==> src/rtl/ps2_receiver_if.sv <==
// ps2_receiver_if
//   Scheduler-facing bus of the PS/2 keyboard receiver.
//   slave  : the receiver (drives ready/scan code/status, samples rdn)
//   master : the interrupt scheduler (drives rdn, samples the rest)
// Signals:
//   ps2_rdn         active-low read strobe, one pop per low cycle
//   ps2_data_ready  FIFO non-empty
//   ps2_scan_code   FIFO head entry
//   ps2_err_parity  one-cycle pulse, frame dropped for bad parity
//   ps2_err_frame   one-cycle pulse, frame dropped for bad stop bit / timeout
//   ps2_overflow    one-cycle pulse, valid frame dropped on a full FIFO
//   ps2_fifo_count  number of stored entries
`timescale 1ns/1ps
interface ps2_receiver_if;
  logic       ps2_rdn;
  logic       ps2_data_ready;
  logic [7:0] ps2_scan_code;
  logic       ps2_err_parity;
  logic       ps2_err_frame;
  logic       ps2_overflow;
  logic [4:0] ps2_fifo_count;

  modport slave (
    input  ps2_rdn,
    output ps2_data_ready, ps2_scan_code, ps2_err_parity,
           ps2_err_frame, ps2_overflow, ps2_fifo_count
  );

  modport master (
    output ps2_rdn,
    input  ps2_data_ready, ps2_scan_code, ps2_err_parity,
           ps2_err_frame, ps2_overflow, ps2_fifo_count
  );
endinterface

==> src/rtl/ps2_receiver.sv <==
// ps2_receiver
//   Receive-only PS/2 keyboard front end. Synchronizes and glitch-filters the
//   raw PS/2 pins, deserializes 11-bit device-to-host frames (start, 8 data
//   LSB first, odd parity, stop), buffers good scan codes in a FIFO and
//   presents the head to the interrupt scheduler.
// Ports:
//   schi_clk   system clock
//   schi_rst   asynchronous active-low reset
//   ps2_clk    raw PS/2 clock pin (idles high)
//   ps2_data   raw PS/2 data pin (idles high)
//   bus        scheduler handshake/status bus (ps2_receiver_if.slave)
`timescale 1ns/1ps
module ps2_receiver #(
  parameter int FIFO_DEPTH     = 4,
  parameter int FILTER_LEN     = 4,
  parameter int TIMEOUT_CYCLES = 20000
) (
  input  logic          schi_clk,
  input  logic          schi_rst,
  input  logic          ps2_clk,
  input  logic          ps2_data,
  ps2_receiver_if.slave bus
);
  localparam int              AW        = (FIFO_DEPTH > 2) ? $clog2(FIFO_DEPTH) : 1;
  localparam int              FW        = $clog2(FILTER_LEN + 1);
  localparam logic [FW-1:0]   FILT_LAST = FW'(FILTER_LEN - 1);
  localparam logic [15:0]     TO_LAST   = 16'(TIMEOUT_CYCLES - 1);
  localparam logic [4:0]      DEPTH5    = 5'(FIFO_DEPTH);

  typedef enum logic [1:0] {S_IDLE, S_DATA, S_PARITY, S_STOP} state_t;

  // Synchronizers, clock filter and falling-edge strobe
  logic          r_clk_s1, r_clk_s2, r_dat_s1, r_dat_s2;
  logic          r_filt_clk;
  logic [FW-1:0] r_filt_cnt;
  logic          r_fall;

  always_ff @(posedge schi_clk or negedge schi_rst) begin
    if (!schi_rst) begin
      r_clk_s1   <= 1'b1;
      r_clk_s2   <= 1'b1;
      r_dat_s1   <= 1'b1;
      r_dat_s2   <= 1'b1;
      r_filt_clk <= 1'b1;
      r_filt_cnt <= '0;
      r_fall     <= 1'b0;
    end else begin
      r_clk_s1 <= ps2_clk;
      r_clk_s2 <= r_clk_s1;
      r_dat_s1 <= ps2_data;
      r_dat_s2 <= r_dat_s1;
      r_fall   <= 1'b0;
      // Count consecutive samples disagreeing with the filtered level; the
      // filtered clock only follows once FILTER_LEN of them are seen in a row.
      if (r_clk_s2 == r_filt_clk) begin
        r_filt_cnt <= '0;
      end else if (r_filt_cnt == FILT_LAST) begin
        r_filt_clk <= r_clk_s2;
        r_filt_cnt <= '0;
        r_fall     <= r_filt_clk;  // strobe only on the 1->0 change
      end else begin
        r_filt_cnt <= r_filt_cnt + FW'(1);
      end
    end
  end

  // Frame deserializer
  state_t      r_state;
  logic [2:0]  r_bit_cnt;
  logic [7:0]  r_shift;
  logic        r_par;
  logic [15:0] r_to_cnt;
  logic        r_err_par, r_err_frm;
  logic        w_par_ok, w_push;

  assign w_par_ok = ^{r_shift, r_par};
  // The stop-bit strobe of a good frame writes the FIFO on the same edge.
  assign w_push   = r_fall && (r_state == S_STOP) && w_par_ok && r_dat_s2;

  always_ff @(posedge schi_clk or negedge schi_rst) begin
    if (!schi_rst) begin
      r_state   <= S_IDLE;
      r_bit_cnt <= '0;
      r_shift   <= '0;
      r_par     <= 1'b0;
      r_to_cnt  <= '0;
      r_err_par <= 1'b0;
      r_err_frm <= 1'b0;
    end else begin
      r_err_par <= 1'b0;
      r_err_frm <= 1'b0;
      if (r_state == S_IDLE) begin
        r_to_cnt <= '0;
        if (r_fall && !r_dat_s2) begin
          r_state   <= S_DATA;
          r_bit_cnt <= '0;
        end
      end else if (r_fall) begin
        r_to_cnt <= '0;
        case (r_state)
          S_DATA: begin
            r_shift   <= {r_dat_s2, r_shift[7:1]};
            r_bit_cnt <= r_bit_cnt + 3'd1;
            if (r_bit_cnt == 3'd7) r_state <= S_PARITY;
          end
          S_PARITY: begin
            r_par   <= r_dat_s2;
            r_state <= S_STOP;
          end
          default: begin
            // Parity is judged first; a bad stop bit is only reported when
            // parity was good.
            if (!w_par_ok)      r_err_par <= 1'b1;
            else if (!r_dat_s2) r_err_frm <= 1'b1;
            r_state <= S_IDLE;
          end
        endcase
      end else if (r_to_cnt == TO_LAST) begin
        r_to_cnt  <= '0;
        r_err_frm <= 1'b1;
        r_state   <= S_IDLE;
      end else begin
        r_to_cnt <= r_to_cnt + 16'd1;
      end
    end
  end

  // Scan-code FIFO with registered head
  logic [7:0]    r_mem [FIFO_DEPTH];
  logic [AW-1:0] r_wptr, r_rptr;
  logic [4:0]    r_count;
  logic          r_ready, r_ovf;
  logic [7:0]    r_head;
  logic          w_pop, w_full, w_wr;
  logic [4:0]    w_count_nxt;
  logic [AW-1:0] w_rptr_nxt;
  logic [7:0]    w_head_nxt;

  assign w_pop       = !bus.ps2_rdn && (r_count != 5'd0);
  assign w_full      = (r_count == DEPTH5);
  assign w_wr        = w_push && (!w_full || w_pop);
  assign w_count_nxt = r_count + 5'(w_wr) - 5'(w_pop);
  assign w_rptr_nxt  = r_rptr + AW'(w_pop);

  always_comb begin
    w_head_nxt = r_head;
    if (w_count_nxt != 5'd0) begin
      // When the only surviving entry is the one being written this edge,
      // it comes straight from the shift register.
      if ((r_count == 5'd0) || (w_pop && (r_count == 5'd1))) w_head_nxt = r_shift;
      else if (w_pop)                                         w_head_nxt = r_mem[w_rptr_nxt];
    end
  end

  always_ff @(posedge schi_clk or negedge schi_rst) begin
    if (!schi_rst) begin
      for (int i = 0; i < FIFO_DEPTH; i++) r_mem[i] <= '0;
      r_wptr  <= '0;
      r_rptr  <= '0;
      r_count <= '0;
      r_ready <= 1'b0;
      r_head  <= '0;
      r_ovf   <= 1'b0;
    end else begin
      if (w_wr) r_mem[r_wptr] <= r_shift;
      r_wptr  <= r_wptr + AW'(w_wr);
      r_rptr  <= w_rptr_nxt;
      r_count <= w_count_nxt;
      r_ready <= (w_count_nxt != 5'd0);
      r_head  <= w_head_nxt;
      r_ovf   <= w_push && w_full && !w_pop;
    end
  end

  assign bus.ps2_data_ready = r_ready;
  assign bus.ps2_scan_code  = r_head;
  assign bus.ps2_err_parity = r_err_par;
  assign bus.ps2_err_frame  = r_err_frm;
  assign bus.ps2_overflow   = r_ovf;
  assign bus.ps2_fifo_count = r_count;
endmodule
==> src/flat_wrapper.sv <==
// flat-port wrapper written by rule: the top's interface ports become plain ports
module ps2_receiver_flat 
#(
  parameter int FIFO_DEPTH     = 4,
  parameter int FILTER_LEN     = 4,
  parameter int TIMEOUT_CYCLES = 20000
)
  (schi_clk, schi_rst, ps2_clk, ps2_data, bus_ps2_rdn, bus_ps2_data_ready, bus_ps2_scan_code, bus_ps2_err_parity, bus_ps2_err_frame, bus_ps2_overflow, bus_ps2_fifo_count);
  ps2_receiver_if bus_i ();
  input  logic schi_clk;
  input  logic schi_rst;
  input  logic ps2_clk;
  input  logic ps2_data;
  input wire logic [$bits(bus_i.ps2_rdn)-1:0] bus_ps2_rdn;
  output wire logic [$bits(bus_i.ps2_data_ready)-1:0] bus_ps2_data_ready;
  output wire logic [$bits(bus_i.ps2_scan_code)-1:0] bus_ps2_scan_code;
  output wire logic [$bits(bus_i.ps2_err_parity)-1:0] bus_ps2_err_parity;
  output wire logic [$bits(bus_i.ps2_err_frame)-1:0] bus_ps2_err_frame;
  output wire logic [$bits(bus_i.ps2_overflow)-1:0] bus_ps2_overflow;
  output wire logic [$bits(bus_i.ps2_fifo_count)-1:0] bus_ps2_fifo_count;
  assign bus_i.ps2_rdn = bus_ps2_rdn;
  assign bus_ps2_data_ready = bus_i.ps2_data_ready;
  assign bus_ps2_scan_code = bus_i.ps2_scan_code;
  assign bus_ps2_err_parity = bus_i.ps2_err_parity;
  assign bus_ps2_err_frame = bus_i.ps2_err_frame;
  assign bus_ps2_overflow = bus_i.ps2_overflow;
  assign bus_ps2_fifo_count = bus_i.ps2_fifo_count;
  ps2_receiver #(.FIFO_DEPTH(FIFO_DEPTH), .FILTER_LEN(FILTER_LEN), .TIMEOUT_CYCLES(TIMEOUT_CYCLES)) u_core (.schi_clk(schi_clk), .schi_rst(schi_rst), .ps2_clk(ps2_clk), .ps2_data(ps2_data), .bus(bus_i));
endmodule
==> config.mk <==
export PLATFORM = sky130hd
export DESIGN_NAME = ps2_receiver_flat
export DESIGN_NICKNAME = d
export VERILOG_FILES = /design/src/rtl/ps2_receiver_if.sv /design/src/rtl/ps2_receiver.sv /design/src/flat_wrapper.sv
export SDC_FILE = /design/constraint.sdc
export NUM_CORES = 1
export LEC_CHECK = 0
export BUFFER_PORTS_ARGS = -buffer_cell sky130_fd_sc_hd__clkbuf_2
export CAP_MARGIN = 40
export CORE_MARGIN = 2
export CORE_UTILIZATION = 64
export DETAILED_ROUTE_END_ITERATION = 16
export PLACE_DENSITY = 0.86
export SETUP_SLACK_MARGIN = 0.4
export SYNTH_ARGS = -nofsm -noshare
export SYNTH_HDL_FRONTEND = slang
export SYNTH_SLANG_ARGS = --single-unit
==> constraint.sdc <==
create_clock -name schi_clk -period 7.9 [get_ports schi_clk]
set_input_delay 0.79 -clock schi_clk [delete_from_list [all_inputs] [get_ports schi_clk]]
set_output_delay 0.79 -clock schi_clk [all_outputs]
set_load 0.02 [all_outputs]
# After elaboration in Yosys (flattened, before gate mapping)
# Index checks and enable logic that the tools add are counted.
word_totals:
  wordCells: 116
  input_bits: 5
  out_inout_bits: 17
  reg_bits: 92
classes:
  magnitude_cmp: 3
  reduce_logical: 32
  n_eq_ne: 11
  bitwise: 4
  n_mux: 35
  n_addsub: 7
ops:
  columns: ["cell", "n"]
  rows:
  - ["two-way mux 16 bit", 3]
  - ["two-way mux 8 bit", 5]
  - ["bitwise mux 32 bit", 1]
  - ["two-way mux 3 bit", 6]
  - ["adder 16 x 1 -> 16 bit (second input constant)", 1]
  - ["binary-select mux 8 bit (select 2 bit)", 1]
  - ["demux 8 bit (select 2 bit)", 1]
  - ["== test 16 x 15 -> 1 bit (second input constant)", 1]
  - ["two-way mux 1 bit", 12]
  - ["AND reduction 3 bit", 4]
  - ["logical AND 1 bit", 10]
  - ["two-way mux 2 bit", 5]
  - ["nonzero test 5 bit", 2]
  - ["XOR reduction 9 bit", 1]
  - ["adder 3 x 1 -> 3 bit (second input constant)", 2]
  - ["greater-or-equal comparator 3 bit (second input constant)", 2]
  - ["inverter 2 -> 3 bit", 2]
  - ["nonzero test 2 bit", 3]
  - ["adder 5 x 1 -> 5 bit", 1]
  - ["== test 5 x 1 -> 1 bit (second input constant)", 1]
  - ["== test 5 x 3 -> 1 bit (second input constant)", 1]
  - ["logical NOT 5 bit", 1]
  - ["subtractor 5 x 1 -> 5 bit", 1]
  - ["adder 2 x 1 -> 2 bit", 2]
  - ["16 further kinds", 23]

# Depth between registers and ports, before layout
# Gate-level depths: netlist of run 1.
depth:
  word_depth: 9
  depth_mapped: 12
  mapped_depth_nobuf: 12

# Worst setup path after synthesis of run 1
# Ideal clock, no wire load.
synth_timing:
  path_kind: "register to register"
  startpoint: "register u_core.r_shift[2]"
  endpoint: "register u_core.r_head[0] (netlist: u_core.bus.ps2_scan_code[0])"
  synth_period_minus_slack_ns: 3.359
  setup_ns: 0.125
  arrival_time_ns: 3.234
  setup_slack_ns: 4.541
  path_buffers: 0
  stages_incl_launch_ff: 12
  t_required_ns: 7.775
  path_cell_list: "dfrtp_1 -> xnor2_1 -> xnor3_2 -> xnor2_4 -> and3_2 -> ha_1 -> fa_1 -> a21oi_1 -> o21bai_1 -> xnor2_1 -> a32oi_2 -> mux2_2"
synth_between:
  elab_chain_len: 8
synth_rtl:
  columns: ["element", "line", "rtl"]
  rows:
  - ["start: declaration", "ps2_receiver.sv:70", "logic [7:0] r_shift;"]
  - ["start signal: assignment", "ps2_receiver.sv:102", "r_shift <= {r_dat_s2, r_shift[7:1]};"]
  - ["XOR reduction 9 bit", "ps2_receiver.sv:76", "assign w_par_ok = ^{r_shift, r_par};"]
  - ["logical AND 1 bit (2 in series)", "ps2_receiver.sv:78", "assign w_push = r_fall && (r_state == S_STOP) && w_par_ok && r_dat_s2;"]
  - ["logical AND 1 bit", "ps2_receiver.sv:141", "assign w_wr = w_push && (!w_full || w_pop);"]
  - ["adder 5 x 1 -> 5 bit", "ps2_receiver.sv:142", "assign w_count_nxt = r_count + 5'(w_wr) - 5'(w_pop);"]
  - ["subtractor 5 x 1 -> 5 bit", "ps2_receiver.sv:142", null]
  - ["nonzero test 5 bit", "ps2_receiver.sv:147", "if (w_count_nxt != 5'd0) begin"]
  - ["AND reduction 2 bit (no line)", null, null]
  - ["end signal: assignment", "ps2_receiver.sv:170", "r_head <= w_head_nxt;"]
  - ["end: declaration", "ps2_receiver.sv:133", "logic [7:0] r_head;"]
# No other way between the ends.
# A chain may end at the register's enable or synchronous reset.

# Final worst setup path of run 1
layout_timing:
  startpoint: "register u_core.r_shift[3]"
  endpoint: "register u_core.r_head[2] (netlist: u_core.bus.ps2_scan_code[2])"
# Same word-level chain as after synthesis.

==> summary.md, run 1 <==
| Metric | Value |
|---|---|
| Status | complete, no violations |
| Fin Setup TNS | 0 ns |
| Routability cong. | 0.8671 |
| First-pass GRT wire length | 13170 um |
| Pin count of the biggest net entering global routing | 71 |
| Drt via density | 5.846 |
| Register area | 0.002308 mm2 |
| Async set or reset register ratio after synthesis | 1.000 |
| Number of nets still failing antenna checks after routing | 0 |
| DRC viols | 0 |
| CTS buffer count | 9 |
| Nets | 380 |
| Clock Latency Late Sink | 0.36 ns |
| CTS clock-pin slew for the worst setup and hold paths | 0.09 ns |
| Vias in the first global route | 2733 |
| Most frequent CP cell | xnor2_1 |
| Avg WL per Cell | 17.40 um |
| Slowest-stage cell, CP | a32oi_2 |
| Final hold vios | 0 |
| Rel. slew slack | 0.4379 |
| Post-synth EDFFs | 0 |
| Synth Area per Inst | 13.34 um2 |
| Max VDD drop | 164.8 uV |
| Syn Inst Count | 329 |
| Post-synthesis register bit count | 92 |
| Crit Path Class | reg -> reg |
| Gr usage total | 0.2314 |
| Initial Util | 0.6531 |
| Crit path buffers/inverters | 0 |
| Vias | 2584 |
| Tcrit/Tclk final | 0.4718 |
| Max stage delay on crit path | 0.54 ns |
| Die width | 86.80 um |
| Leak Pwr | 2.319 nW |
| Largest cells by area after synthesis | dfrtp_1 (50%), mux2_2 (13%), ha_1 (4.8%) |
| Max cap viols | 0 |
| Clock buffer depth | 2 |
| Initial antenna violation count | 0 |
| Area occupied by multi-input gates | 0.001991 mm2 |
| Crit-path leading delay family | XOR/XNOR gates |
| Worst-margin pin slew | 0.8432 ns |
| Crit start category | register |
| HP Class | in -> async |
| Most numerous cell in the Yosys netlist | dfrtp_1 |
| Utilization after layout | 0.7132 |
| ANT cells | 0 |
| Sequential element share of the synthesized area | 0.5261 |
| Critical path capture point type | register |
| Worst EP arrival | 3.98 ns |
| Max FO, Critical Path | 8 |
| Number of port buffers | 21 |
| HPWL Detailed | 5368 um |
| # rows | 30 |
| Synth top cells by count | dfrtp_1 (87), mux2_2 (50), nor2_1 (25) |
| Synth top area share | 0.4962 |
| CTS sink count | 92 |
| Ordered list of cells on the worst path | xnor2_1 > xnor3_2 > xnor2_4 > and3_2 > ha_1 > fa_1 > a21oi_1 > o21bai_1 > xnor2_1 > a32oi_2 > mux2_2 |
| Number of hold buffers added after CTS | 0 |
| Syn nets | 352 |
| Cell variety after synth | 47 |
| PwrDens | 248.9 mW/mm2 |
| DRT iter0 DRCs | 99 |
| DIE AREA | 0.007534 mm2 |
| Worst clock skew | 0.008257 ns |
| Data required, critical path | 8.15 ns |
| Fill cells | 463 |
| Die Height | 86.80 um |
| First-pass iteration count of the detailed router | 4 |
| Share of cells above drive strength 1 | 0.3315 |
| Mapped cell area | 0.004388 mm2 |
| Total congestion overflow | 0 |
| Pins over their slew limit | 0 |
| Synth-to-Final Area Change | 9.210% |
| Root buf cell | clkbuf_8 |
| Setup violators final | 0 |
| F_max | 0.2683 GHz |
| Resize count post-CTS | 0 |
| RSZ-0062 raised after global routing | false |
| Routed WL | 7693 um |
| Tmin final | 3.728 ns |
| Synth area leader | dfrtp_1 |
| Total I/O pin count | 22 |
| CTS tree | yes |
| Setup Buffers After CTS | 0 |
| Top FF cell, synth | dfrtp_1 |
| Yosys warns | 0 |
| Core Area | 0.006719 mm2 |
| H-tree lvl count | 3 |
==> metal layers <==
layer	GRT usage	vias up	wire length (um)
met5	0	-	0
met4	0.07670	0	95
met3	0.04762	12	191
met2	0.3893	38	3987
met1	0.3014	1322	3418
li1	-	1212	-
==> area by class of cell <==
type	count	share of cell area
flip-flops and latches	92	0.4817
multi-input cells	218	0.4154
clock buffers	9	0.02585
repair buffers	23	0.02559
well taps	80	0.02089
clock inverters	7	0.02037
inverters	13	0.01018
==> worst paths after layout <==
path                                   start                            to  slack, ns  cells after the start
max in group asynchronous           schi_rst          u_core.r_filt_cnt[0]       6.46                      2
max reg2reg                u_core.r_shift[3]   u_core.bus.ps2_scan_code[2]       4.17                     11
min reg2reg                  u_core.r_clk_s1               u_core.r_clk_s2       0.36                      0
min                                 schi_rst  u_core.bus.ps2_fifo_count[4]       0.31                      1
min in group schi_clk        u_core.r_clk_s1               u_core.r_clk_s2       0.36                      0
max                        u_core.r_shift[3]   u_core.bus.ps2_scan_code[2]       4.17                     11
==> cells in the final DEF, fill, tap and decap left out, types with 2 or more instances in the layout <==
cell / n
nor3_1: 5
ha_1: 17
buf_4: 3
nand2_1: 19
clkbuf_8: 9
mux2_2: 50
nand4_4: 3
clkbuf_2: 20
a31oi_1: 3
dfrtp_1: 87
nor2_1: 25
nand4_1: 3
nor4_1: 2
bufinv_16: 2
inv_6: 2
dfstp_2: 5
or4_1: 2
and3_1: 3
inv_1: 13
mux4_2: 8
o21ai_0: 6
mux2_4: 8
xor2_1: 12
nand3_1: 8
a21oi_1: 3
xnor2_1: 14
clkinvlp_4: 2
nor2b_1: 6
==> power breakdown <==
part	leakage [nW]	internal [mW]	switching [mW]
clock network	0.106	0.180	0.168
registers	1.24	0.508	0.0280
logic	0.968	0.123	0.186
total	2.32	0.811	0.382
==> logic make-up after synthesis <==
group / Yosys count / synth area share
muxes: 67 / 0.1990
AOI/OAI and AO/OA: 19 / 0.02909
and+or+nand+nor: 86 / 0.1089
DFF: 92 / 0.5261
adders and majority gates: 18 / 0.05304
xor gates and xnor gates: 28 / 0.06359
buffers and inverters: 19 / 0.02025
==> per-stage QoR <==
| stage | std cells | power [mW] | cell area (um2) | worst slack (ns) | hold slack (ns) |
|---|---|---|---|---|---|
| final | 442 | 1.193 | 4792 | 4.172 | 0.3123 |
| after global placement | 425 | 0.8373 | 4563 | 4.270 | 0.3458 |
| after floorplan | 329 | 0.7652 | 4388 | 4.541 | 0.3452 |
| after global routing | 442 | 1.255 | 4792 | 3.929 | 0.3216 |
| after detailed placement | 426 | 0.8569 | 4571 | 4.119 | 0.3510 |
| after CTS | 442 | 1.202 | 4792 | 4.142 | 0.3177 |
==> state kept, by name, summed over array words and instances, names as in the netlist <==
signal                     cells
u_core.bus.ps2_data_ready      1
u_core.r_filt_clk              1
u_core.r_dat_s1                1
u_core.r_par                   1
u_core.r_bit_cnt               3
u_core.bus.ps2_err_parity      1
u_core.r_shift                 8
u_core.bus.ps2_scan_code       8
u_core.r_dat_s2                1
u_core.r_state                 2
u_core.r_rptr                  2
u_core.r_filt_cnt              3
u_core.r_wptr                  2
u_core.r_clk_s1                1
u_core.r_fall                  1
u_core.bus.ps2_fifo_count      5
u_core.bus.ps2_err_frame       1
u_core.r_to_cnt               16
u_core.bus.ps2_overflow        1
u_core.r_mem                  32
u_core.r_clk_s2                1
Note: power is estimated with default switching activity, not from simulation.
==> run 2: changes to the inputs <==
--- a/config.mk
+++ b/config.mk
@@ -8,9 +8,9 @@
 export BUFFER_PORTS_ARGS = -buffer_cell sky130_fd_sc_hd__clkbuf_2
 export CAP_MARGIN = 40
 export CORE_MARGIN = 2
-export CORE_UTILIZATION = 64
+export CORE_UTILIZATION = 61
 export DETAILED_ROUTE_END_ITERATION = 16
-export PLACE_DENSITY = 0.86
+export PLACE_DENSITY = 0.82
 export SETUP_SLACK_MARGIN = 0.4
 export SYNTH_ARGS = -nofsm -noshare
 export SYNTH_HDL_FRONTEND = slang
==> constraint.sdc (replaced) <==
create_clock -name schi_clk -period 3.5 [get_ports schi_clk]
set_input_delay 0.35 -clock schi_clk [delete_from_list [all_inputs] [get_ports schi_clk]]
set_output_delay 0.35 -clock schi_clk [all_outputs]
set_load 0.02 [all_outputs]
==> run 2 against run 1 <==
Effect of this change: final cell count up 6.8%; wire length grew 2.0%; first-iteration DRC count up 25%; design area rose by 4.7%; critical endpoint is now u_core.bus.ps2_scan_code[0]; critical path depth is 1 higher; global-route usage decreased by 0.19 points; combinational power rose to 2.7 times the previous value; core utilization increased by 1.7 points; clock power is 120% higher; critical path type unchanged; die area increased by 4.7%.
==> summary.md, run 2 (synthesized netlist as in run 1, its figures left out) <==
| Metric | Value |
|---|---|
| Number of nets still failing antenna checks after routing | 0 |
| Dpl cells | 449 |
| Number of port buffers | 21 |
| CTS sink count | 92 |
| Critical path capture point type | register |
| Routed WL | 7844 um |
| R2r setup slk | 0.31 ns |
| Fin Setup TNS | 0 ns |
| Commonest non-fill, non-tap cell in the layout | dfrtp_1 |
| First-pass iteration count of the detailed router | 4 |
| PwrDens | 560.9 mW/mm2 |
| Initial Util | 0.6388 |
| Share of cells above drive strength 1 | 0.3803 |
| Initial antenna violation count | 0 |
| Reg with most FFs | u_core.r_mem |
| Crit Path Class | reg -> reg |
| Worst EP arrival | 3.43 ns |
| Core Area | 0.006869 mm2 |
| Die width | 88.82 um |
| Worst clock skew | 0.007813 ns |
| Total congestion overflow | 0 |
| Vias | 2613 |
| Avg WL per Cell | 16.62 um |
| Nets | 394 |
| CTS clock-pin slew for the worst setup and hold paths | 0.09 ns |
| Pins over their slew limit | 0 |
| Data required, critical path | 3.74 ns |
| Die Height | 88.82 um |
| RSZ-0062 raised after global routing | true |
| Crit start category | register |
| Tcrit/Tclk final | 0.9103 |
| Leak Pwr | 2.406 nW |
| Synth-to-Final Area Change | 14.34% |
| Area occupied by multi-input gates | 0.002074 mm2 |
| ANT cells | 0 |
| H-tree lvl count | 3 |
| Worst-margin pin slew | 0.5532 ns |
| Worst hold path cell count | 1 |
| Critical R2R Capture | u_core.bus.ps2_scan_code[0] |
| Routability cong. | 0.7936 |
| HP Class | in -> reg |
| DRT iter0 DRCs | 124 |
| DIE AREA | 0.007888 mm2 |
| Max FO, Critical Path | 8 |
| Tmin final | 3.186 ns |
| Fill cells | 487 |
| Max cap viols | 0 |
| Rel. slew slack | 0.6312 |
| Status | complete, no violations |
| Clock buffer depth | 2 |
| Root buf cell | clkbuf_8 |
| Hold EP | u_core.r_dat_s1 |
| Number of flip-flops in the largest register | 32 |
| HP Start | ps2_data |
| Most frequent cells in the layout | dfrtp_1 (82), mux2_2 (42), nor2_1 (25), clkbuf_2 (20), nand2_1 (19) |
| Fin cells | 472 |
| Total I/O pin count | 22 |
| R2R depth | 12 |
| Final hold vios | 0 |
| Clock Latency Late Sink | 0.36 ns |
| F_max | 0.3139 GHz |
| Largest registers | u_core.r_mem x32, u_core.r_to_cnt x16 |
| # rows | 30 |
| Vias in the first global route | 2777 |
| Max VDD drop | 258.4 uV |
| Drt via density | 5.536 |
| DRC viols | 0 |
| Pin count of the biggest net entering global routing | 40 |
| First-pass GRT wire length | 13460 um |
| Register area | 0.002315 mm2 |
| Gr usage total | 0.2294 |
| HPWL Detailed | 5306 um |
| CTS buffer count | 9 |
| FF-to-FF Start | u_core.r_shift[3] |
| Setup violators final | 0 |
| CTS tree | yes |
run 2: report_power, final:
part	internal, mW	switching [mW]	leakage, nW
Clock	0.402	0.372	0.102
Sequential	1.15	0.0586	1.24
Combinational	0.362	0.471	1.07
Total	1.91	0.901	2.41
run 2: worst max-delay path by stage:
stage,from,endpoint,slack (ns)
after floorplan,u_core.r_shift[5],u_core.bus.ps2_scan_code[0],0.25
after global placement,u_core.r_shift[7],u_core.bus.ps2_scan_code[3],0.25
after detailed placement,u_core.r_shift[5],u_core.bus.ps2_scan_code[4],0.16
after CTS,u_core.r_shift[2],u_core.bus.ps2_scan_code[0],0.33
after global routing,u_core.r_shift[3],u_core.bus.ps2_scan_code[0],0.20
final,u_core.r_shift[3],u_core.bus.ps2_scan_code[0],0.31
run 2: through the flow:
stage	cell area (um2)	setup slack, ns	hold slack (ns)	power [mW]	utilization
4_1_cts	5002	0.3284	0.05385	2.826	0.7282
5_1_grt	5017	0.2007	0.04491	2.977	0.7304
6_report	5017	0.3138	0.06877	2.814	0.7304
3_3_place_gp	4722	0.2492	0.2657	1.981	0.6874
2_1_floorplan	4467	0.2454	0.05441	1.810	-
3_5_place_dp	4722	0.1589	0.2709	2.008	0.6874
run 2: final cells by class:
class | count | share of cell area
clock buffers | 10 | 0.02544
multi-input cells | 218 | 0.4135
flip-flops and latches | 92 | 0.4613
well taps | 96 | 0.02394
clock inverters | 6 | 0.01771
repair buffers | 37 | 0.04838
inverters | 13 | 0.009726
run 2: per-layer routing:
metal / global-route usage / vias up / part of all wire
li1: - / 1246 / -
met1: 0.2999 / 1319 / 0.44
met2: 0.3860 / 38 / 0.52
met3: 0.04757 / 10 / 0.026
met4: 0.07300 / 0 / 0.014
met5: 0 / - / 0
run 2: worst max-delay path: stages, from the launching register on:
cell	delay, ns
dfrtp_2	0.44
xnor2_2	0.16
xnor3_2	0.50
xnor2_4	0.16
and3_4	0.18
ha_4	0.16
fa_2	0.36
a21oi_2	0.12
o21bai_1	0.10
xnor2_2	0.18
a32oi_4	0.25
buf_12	0.16
mux2_4	0.30
run 2: timing repair:
action / CTS / global route
hold buffers: 1 / 0
hold endpoints to repair: 22 / 0
endpoints found under the setup margin: 8 / 8
gates resized for setup: 4 / 0
pin swaps: 5 / 1
setup buffers: 4 / 2
